===== src/rtl/ecc_scrub_arb_if.sv =====
// Memory-side bundle for the ECC scrub arbiter: granted FIFO requests, decoder
// feedback, and the arbitrated single-port memory read/write ports.
interface ecc_scrub_arb_if #(
    parameter int CW_W = 13
);
    logic            fifo_mem_rd_en;
    logic [3:0]      fifo_mem_rd_addr;
    logic            fifo_mem_wr_en;
    logic [3:0]      fifo_mem_wr_addr;
    logic [CW_W-1:0] fifo_mem_wr_data;
    logic            dec_sec;
    logic            dec_ded;
    logic [CW_W-1:0] dec_cw_corr;
    logic            mem_rd_en;
    logic [3:0]      mem_rd_addr;
    logic            mem_wr_en;
    logic [3:0]      mem_wr_addr;
    logic [CW_W-1:0] mem_wr_data;
    logic            fifo_rd_valid;

    modport slave (
        input  fifo_mem_rd_en, fifo_mem_rd_addr,
        input  fifo_mem_wr_en, fifo_mem_wr_addr, fifo_mem_wr_data,
        input  dec_sec, dec_ded, dec_cw_corr,
        output mem_rd_en, mem_rd_addr,
        output mem_wr_en, mem_wr_addr, mem_wr_data,
        output fifo_rd_valid
    );

    modport master (
        output fifo_mem_rd_en, fifo_mem_rd_addr,
        output fifo_mem_wr_en, fifo_mem_wr_addr, fifo_mem_wr_data,
        output dec_sec, dec_ded, dec_cw_corr,
        input  mem_rd_en, mem_rd_addr,
        input  mem_wr_en, mem_wr_addr, mem_wr_data,
        input  fifo_rd_valid
    );
endinterface


===== src/rtl/ecc_scrub_arb.sv =====
// Background ECC scrubber sharing a 16-entry SECDED memory with a FIFO that
// always wins; the scrubber reads, checks, and writes back corrected words.
module ecc_scrub_arb #(
    parameter int CW_W           = 13,
    parameter int SCRUB_INTERVAL = 64
) (
    input  logic                  clk,
    input  logic                  rst_n,
    input  logic                  scrub_en,
    ecc_scrub_arb_if.slave        bus,
    output logic                  scrub_busy,
    output logic [7:0]            scrub_corr_cnt,
    output logic [7:0]            scrub_ded_cnt,
    output logic                  scrub_ded_irq
);

    typedef enum logic [2:0] {IDLE, WAIT, ISSUE, CHECK, WRBK} state_t;

    localparam logic [15:0] RELOAD = 16'(SCRUB_INTERVAL - 1);

    state_t          state;
    logic [3:0]      scrub_addr;
    logic [15:0]     wait_cnt;
    logic [CW_W-1:0] corr_cw;

    logic collide;
    logic grant;
    logic scrub_rd;
    logic scrub_wr;
    logic advance;

    function automatic logic [7:0] sat_inc(input logic [7:0] v);
        return (v == 8'hFF) ? v : v + 8'd1;
    endfunction

    // A FIFO write to the word under scrub makes any result we hold stale.
    assign collide  = bus.fifo_mem_wr_en && (bus.fifo_mem_wr_addr == scrub_addr);
    assign grant    = (state == ISSUE) && scrub_en && !bus.fifo_mem_rd_en;
    // A colliding grant cycle skips the read entirely and just moves on.
    assign scrub_rd = grant && !collide;
    assign scrub_wr = (state == WRBK) && !bus.fifo_mem_wr_en;

    always_comb begin
        advance = 1'b0;
        case (state)
            ISSUE:   advance = grant && collide;
            CHECK:   advance = collide || bus.dec_ded || !bus.dec_sec;
            WRBK:    advance = collide || !bus.fifo_mem_wr_en;
            default: advance = 1'b0;
        endcase
    end

    assign bus.mem_rd_en   = bus.fifo_mem_rd_en | scrub_rd;
    assign bus.mem_rd_addr = scrub_rd ? scrub_addr : bus.fifo_mem_rd_addr;
    assign bus.mem_wr_en   = bus.fifo_mem_wr_en | scrub_wr;
    assign bus.mem_wr_addr = scrub_wr ? scrub_addr : bus.fifo_mem_wr_addr;
    assign bus.mem_wr_data = scrub_wr ? corr_cw : bus.fifo_mem_wr_data;
    assign scrub_busy      = (state != IDLE);

    always_ff @(posedge clk or negedge rst_n) begin
        if (!rst_n) begin
            state             <= IDLE;
            scrub_addr        <= '0;
            wait_cnt          <= '0;
            corr_cw           <= '0;
            scrub_corr_cnt    <= '0;
            scrub_ded_cnt     <= '0;
            scrub_ded_irq     <= 1'b0;
            bus.fifo_rd_valid <= 1'b0;
        end else begin
            bus.fifo_rd_valid <= bus.fifo_mem_rd_en;
            scrub_ded_irq     <= 1'b0;
            case (state)
                IDLE: begin
                    if (scrub_en) begin
                        state    <= WAIT;
                        wait_cnt <= RELOAD;
                    end
                end
                WAIT: begin
                    // Leaving at count 1 makes the CHECK cycle part of the idle gap.
                    if (!scrub_en) begin
                        state <= IDLE;
                    end else if (wait_cnt <= 16'd1) begin
                        state    <= ISSUE;
                        wait_cnt <= '0;
                    end else begin
                        wait_cnt <= wait_cnt - 16'd1;
                    end
                end
                ISSUE: begin
                    if (!scrub_en) begin
                        state <= IDLE;
                    end else if (scrub_rd) begin
                        state <= CHECK;
                    end
                end
                CHECK: begin
                    if (!collide) begin
                        if (bus.dec_ded) begin
                            scrub_ded_cnt <= sat_inc(scrub_ded_cnt);
                            scrub_ded_irq <= 1'b1;
                        end else if (bus.dec_sec) begin
                            corr_cw <= bus.dec_cw_corr;
                            state   <= WRBK;
                        end
                    end
                end
                WRBK: begin
                    if (scrub_wr) begin
                        scrub_corr_cnt <= sat_inc(scrub_corr_cnt);
                    end
                end
                default: state <= IDLE;
            endcase
            if (advance) begin
                scrub_addr <= scrub_addr + 4'd1;
                state      <= scrub_en ? WAIT : IDLE;
                wait_cnt   <= scrub_en ? RELOAD : '0;
            end
        end
    end

endmodule


===== src/flat_wrapper.sv =====
// flat-port wrapper written by rule: the top's interface ports become plain ports
module ecc_scrub_arb_flat 
#(
    parameter int CW_W           = 13,
    parameter int SCRUB_INTERVAL = 64
)
  (clk, rst_n, scrub_en, scrub_busy, scrub_corr_cnt, scrub_ded_cnt, scrub_ded_irq, bus_fifo_mem_rd_en, bus_fifo_mem_rd_addr, bus_fifo_mem_wr_en, bus_fifo_mem_wr_addr, bus_fifo_mem_wr_data, bus_dec_sec, bus_dec_ded, bus_dec_cw_corr, bus_mem_rd_en, bus_mem_rd_addr, bus_mem_wr_en, bus_mem_wr_addr, bus_mem_wr_data, bus_fifo_rd_valid);
  ecc_scrub_arb_if #(.CW_W(CW_W)) bus_i ();
  input  logic clk;
  input  logic rst_n;
  input  logic scrub_en;
  output logic scrub_busy;
  output logic [7:0] scrub_corr_cnt;
  output logic [7:0] scrub_ded_cnt;
  output logic scrub_ded_irq;
  input wire logic [$bits(bus_i.fifo_mem_rd_en)-1:0] bus_fifo_mem_rd_en;
  input wire logic [$bits(bus_i.fifo_mem_rd_addr)-1:0] bus_fifo_mem_rd_addr;
  input wire logic [$bits(bus_i.fifo_mem_wr_en)-1:0] bus_fifo_mem_wr_en;
  input wire logic [$bits(bus_i.fifo_mem_wr_addr)-1:0] bus_fifo_mem_wr_addr;
  input wire logic [$bits(bus_i.fifo_mem_wr_data)-1:0] bus_fifo_mem_wr_data;
  input wire logic [$bits(bus_i.dec_sec)-1:0] bus_dec_sec;
  input wire logic [$bits(bus_i.dec_ded)-1:0] bus_dec_ded;
  input wire logic [$bits(bus_i.dec_cw_corr)-1:0] bus_dec_cw_corr;
  output wire logic [$bits(bus_i.mem_rd_en)-1:0] bus_mem_rd_en;
  output wire logic [$bits(bus_i.mem_rd_addr)-1:0] bus_mem_rd_addr;
  output wire logic [$bits(bus_i.mem_wr_en)-1:0] bus_mem_wr_en;
  output wire logic [$bits(bus_i.mem_wr_addr)-1:0] bus_mem_wr_addr;
  output wire logic [$bits(bus_i.mem_wr_data)-1:0] bus_mem_wr_data;
  output wire logic [$bits(bus_i.fifo_rd_valid)-1:0] bus_fifo_rd_valid;
  assign bus_i.fifo_mem_rd_en = bus_fifo_mem_rd_en;
  assign bus_i.fifo_mem_rd_addr = bus_fifo_mem_rd_addr;
  assign bus_i.fifo_mem_wr_en = bus_fifo_mem_wr_en;
  assign bus_i.fifo_mem_wr_addr = bus_fifo_mem_wr_addr;
  assign bus_i.fifo_mem_wr_data = bus_fifo_mem_wr_data;
  assign bus_i.dec_sec = bus_dec_sec;
  assign bus_i.dec_ded = bus_dec_ded;
  assign bus_i.dec_cw_corr = bus_dec_cw_corr;
  assign bus_mem_rd_en = bus_i.mem_rd_en;
  assign bus_mem_rd_addr = bus_i.mem_rd_addr;
  assign bus_mem_wr_en = bus_i.mem_wr_en;
  assign bus_mem_wr_addr = bus_i.mem_wr_addr;
  assign bus_mem_wr_data = bus_i.mem_wr_data;
  assign bus_fifo_rd_valid = bus_i.fifo_rd_valid;
  ecc_scrub_arb #(.CW_W(CW_W), .SCRUB_INTERVAL(SCRUB_INTERVAL)) u_core (.clk(clk), .rst_n(rst_n), .scrub_en(scrub_en), .bus(bus_i), .scrub_busy(scrub_busy), .scrub_corr_cnt(scrub_corr_cnt), .scrub_ded_cnt(scrub_ded_cnt), .scrub_ded_irq(scrub_ded_irq));
endmodule

===== config.mk =====
export PLATFORM = sky130hd
export DESIGN_NAME = ecc_scrub_arb_flat
export DESIGN_NICKNAME = d
export VERILOG_FILES = /design/src/rtl/ecc_scrub_arb_if.sv /design/src/rtl/ecc_scrub_arb.sv /design/src/flat_wrapper.sv
export SDC_FILE = /design/constraint.sdc
export NUM_CORES = 1
export LEC_CHECK = 0
export BUFFER_PORTS_ARGS = -buffer_cell sky130_fd_sc_hd__buf_2
export CORE_ASPECT_RATIO = 1.25
export CORE_MARGIN = 2
export CORE_UTILIZATION = 57
export DETAILED_ROUTE_END_ITERATION = 7
export PLACE_DENSITY = 0.93
export REMOVE_ABC_BUFFERS = 1
export SLEW_MARGIN = 15
export SYNTH_ARGS = -nofsm -noshare
export SYNTH_HDL_FRONTEND = slang
export SYNTH_SLANG_ARGS = --single-unit

===== constraint.sdc =====
create_clock -name clk -period 3.7 [get_ports clk]
set_clock_uncertainty 0.1 [all_clocks]
set_input_delay 0.555 -clock clk [delete_from_list [all_inputs] [get_ports clk]]
set_output_delay 0.555 -clock clk [all_outputs]
set_load 0.1 [all_outputs]

==> impl_metrics.py <==
metrics = {
    "critical_path": {
        "critPathMaxFanout": 6,
        "worstPathCellList": "xor2_1 -> nor4_2 -> and2_4 -> nor4_4 -> mux2_2 -> buf_2",
        "crit_family": "simple AND/OR/NAND/NOR gates",
        "crit_type": "reg2out",
        "worst_path_max_delay_cell": "dfrtp_1",
        "crit_arrival_ns": 2.54,
        "slowest_delay_ns": 0.47,
        "worstSetupStartpointType": "flop",
        "critPathBufInv": 1,
        "end_kind": "output pin",
        "required_ns": 3.04,
    },
    "sta": {
        "grt_setup_unrepaired": "false",
        "period_share_pct": 86.4,
        "min_period_ns": 3.20,
        "tightest_slew_ns": 0.726,
        "fmax_mhz": 313,
        "finalSetupTns_ns": 0,
        "max-slew-margin-rel_pct": 51.6,
        "finalSetupViolCount": 0,
        "final-hold-violation-count": 0,
        "maxSlewViolCount": 0,
    },
    "cells_and_area": {
        "nets": 422,
        "ff_latch_area_um2": 1350,
        "post-route-util_pct": 68.2,
        "multi_input_comb_area_um2": 1650,
        "area_growth_pct": 17.1,
        "drive_above_1_share_pct": 38.7,
        "antenna_cells": 0,
        "fin_area_um2": 3640,
        "final.fill_count": 368,
    },
    "logic_synthesis": {
        "yosys-top-cells-area": "dfrtp_1 44%, mux2_2 12%, xor2_1 2.8%",
        "yosysWarningCount": 0,
        "synth_async_sr_flop_share_pct": 100,
        "synth.top_cell.area_share_pct": 43.5,
        "seq_area_frac_synth_pct": 43.5,
        "yosys.area.top_type": "dfrtp_1",
        "synth_most_common_cell": "dfrtp_1",
        "yosysUniqueCellTypes": 52,
        "syn_inst": 293,
        "synth_seq_cells": 54,
        "avgSynthCellArea_um2": 10.6,
        "synth_edf_count": 0,
        "synth_commonest_cells": "54 x dfrtp_1, 34 x mux2_2, 21 x nor2_1",
        "synth_area_um2": 3100,
        "synth_flop_cell": "dfrtp_1",
    },
    "power": {
        "ir_drop_uv": 427,
        "powerDensity_nw_per_um2": 659,
        "cellLeakagePower_nw": 1.71,
    },
    "routing": {
        "viasPerCell": 5.92,
        "via_count": 2612,
        "drc": 0,
        "first_iter_violations": 123,
        "drt-total-wl_mm": 7.29,
        "dr.pass1.iters": 4,
        "wire_per_inst_um": 16.5,
        "drtAntennaViolNets": 0,
    },
    "die": {
        "die_w_um": 70.0,
        "ioPinCount": 83,
        "start_util_pct": 58.2,
        "die_area_um2": 6060,
        "design.core.area_um2": 5330,
        "die_h_um": 86.5,
        "rows": 30,
    },
    "global_routing": {
        "grt_pass1_wl_mm": 12.1,
        "antenna_found_initial": 0,
        "overflow": 0,
        "grt_max_degree": 33,
        "first_global_vias": 2598,
        "top_usage_layer": "met2",
        "grt_util_all_layers_pct": 25.2,
        "use_met2_pct": 47.6,
        "met1_usage_pct": 28.5,
        "grt_use_met3_pct": 4.30,
    },
    "clock_tree": {
        "cts_inserted_buffers": 5,
        "clkLatencyLatePin_ns": 0.32,
        "root_buffer": "clkbuf_8",
        "cts.hold.buffers_added": 0,
        "clk_pin_slew_ns": 0.11,
        "clkSinkCount": 54,
        "cts_setup_buffers": 0,
        "htreeDepth": 2,
        "cts_tree": "yes",
        "cts_max_path_buffers": 2,
        "cts_resized": 0,
    },
    "status": {
        "status": "finished, final reports clean",
    },
    "placement": {
        "gp_congestion": 0.860,
        "io_buffer_count": 82,
        "dp_hpwl_mm": 5.47,
        "dpl_cell_area_um2": 3540,
    },
    "min_path": {
        "hp-class": "in2async",
    },
    "job": {
        "cap_violations": 0,
    },
}
[layout make-up]
class	instances	share of cell area, %
Tap cell	64	2.20
Multi-Input combinational cell	223	45.4
Inverter	7	0.723
Sequential cell	54	37.2
Clock inverter	3	0.723
Clock buffer	5	1.89
Timing Repair Buffer	85	11.9
[worst register-to-register path, stage by stage, from the launching register on]
cell and delay (ns):
dfrtp_1 0.50, or3b_4 0.47, nor2_2 0.09, buf_4 0.28, or2_1 0.31, nor2_4 0.13, nor2_1 0.31, a31oi_1 0.10
[metrics by stage]
step	hold slack, ns	setup slack (ns)	power [mW]	cells
after global placement	0.365	0.804	1.98	433
after CTS	0.202	0.515	2.39	441
after detailed placement	0.373	0.691	2.04	433
after global routing	0.241	0.462	2.51	441
after floorplan	0.159	0.988	1.78	284
final	0.179	0.503	2.40	441
[kinds of logic after synthesis]
family | Yosys count | synth area share, %
compound gates | 57 | 11.6
xor+xnor | 19 | 5.36
fa+ha+maj | 5 | 2.02
buf+inv | 16 | 3.30
flops | 54 | 43.5
mux | 38 | 13.8
simple gates | 104 | 20.4
[where the power goes]
part / switching, mW / leakage (nW) / internal [mW]
combinational: 0.787 / 0.977 / 0.326
sequential: 0.187 / 0.688 / 0.752
clock: 0.208 / 0.0483 / 0.137
[routing by layer]
layer | vias to the layer above | wire [um]
met2 | 109 | 3980
met3 | 19 | 393
met4 | 0 | 195
li1 | 1216 | -
met5 | - | 0
met1 | 1268 | 2730
[placed cells by master (no fill, tap or decap), types with 2 or more instances in the layout]
master	count
nor4_2	2
nor2_2	2
inv_1	7
o21ai_1	11
nand2_1	18
nor2b_1	3
mux2_2	34
o21bai_1	2
a31oi_1	4
ha_1	5
dfrtp_1	54
and2_1	3
mux2_1	4
nor3_1	7
nand3_1	12
nor3b_1	2
a21oi_1	12
o21ai_0	9
and3_1	4
buf_4	3
clkbuf_8	5
nor3_4	3
buf_2	82
nor2_1	21
o41ai_1	2
nor4_1	3
nand4_1	4
o22ai_1	3
xor2_1	10
nor2b_4	2
nand2b_1	9
xnor2_1	9
clkinv_4	3
o31ai_1	5
[registers in the layout, indices dropped and copies added, names as in the netlist]
signal                    cells
u_core.bus.fifo_rd_valid      1
u_core.corr_cw               13
u_core.scrub_addr             4
u_core.scrub_corr_cnt         8
u_core.scrub_ded_cnt          8
u_core.scrub_ded_irq          1
u_core.state                  3
u_core.wait_cnt              16
[final timing paths]
path | start | end | slack (ns) | depth (start not counted)
worst max register to register | u_core.state[0] | u_core.wait_cnt[2] | 1.29 | 7
worst min register to register | u_core.wait_cnt[15] | u_core.wait_cnt[15] | 0.39 | 1
min in group clk | bus_fifo_mem_rd_en | u_core.bus.fifo_rd_valid | 0.34 | 1
worst max-delay path | u_core.scrub_addr[0] | bus_mem_rd_addr[2] | 0.50 | 6
max in group asynchronous | rst_n | u_core.wait_cnt[1] | 2.55 | 2
worst min-delay path | rst_n | u_core.corr_cw[1] | 0.18 | 1
No activity file was read; power rests on OpenSTA's default activity.
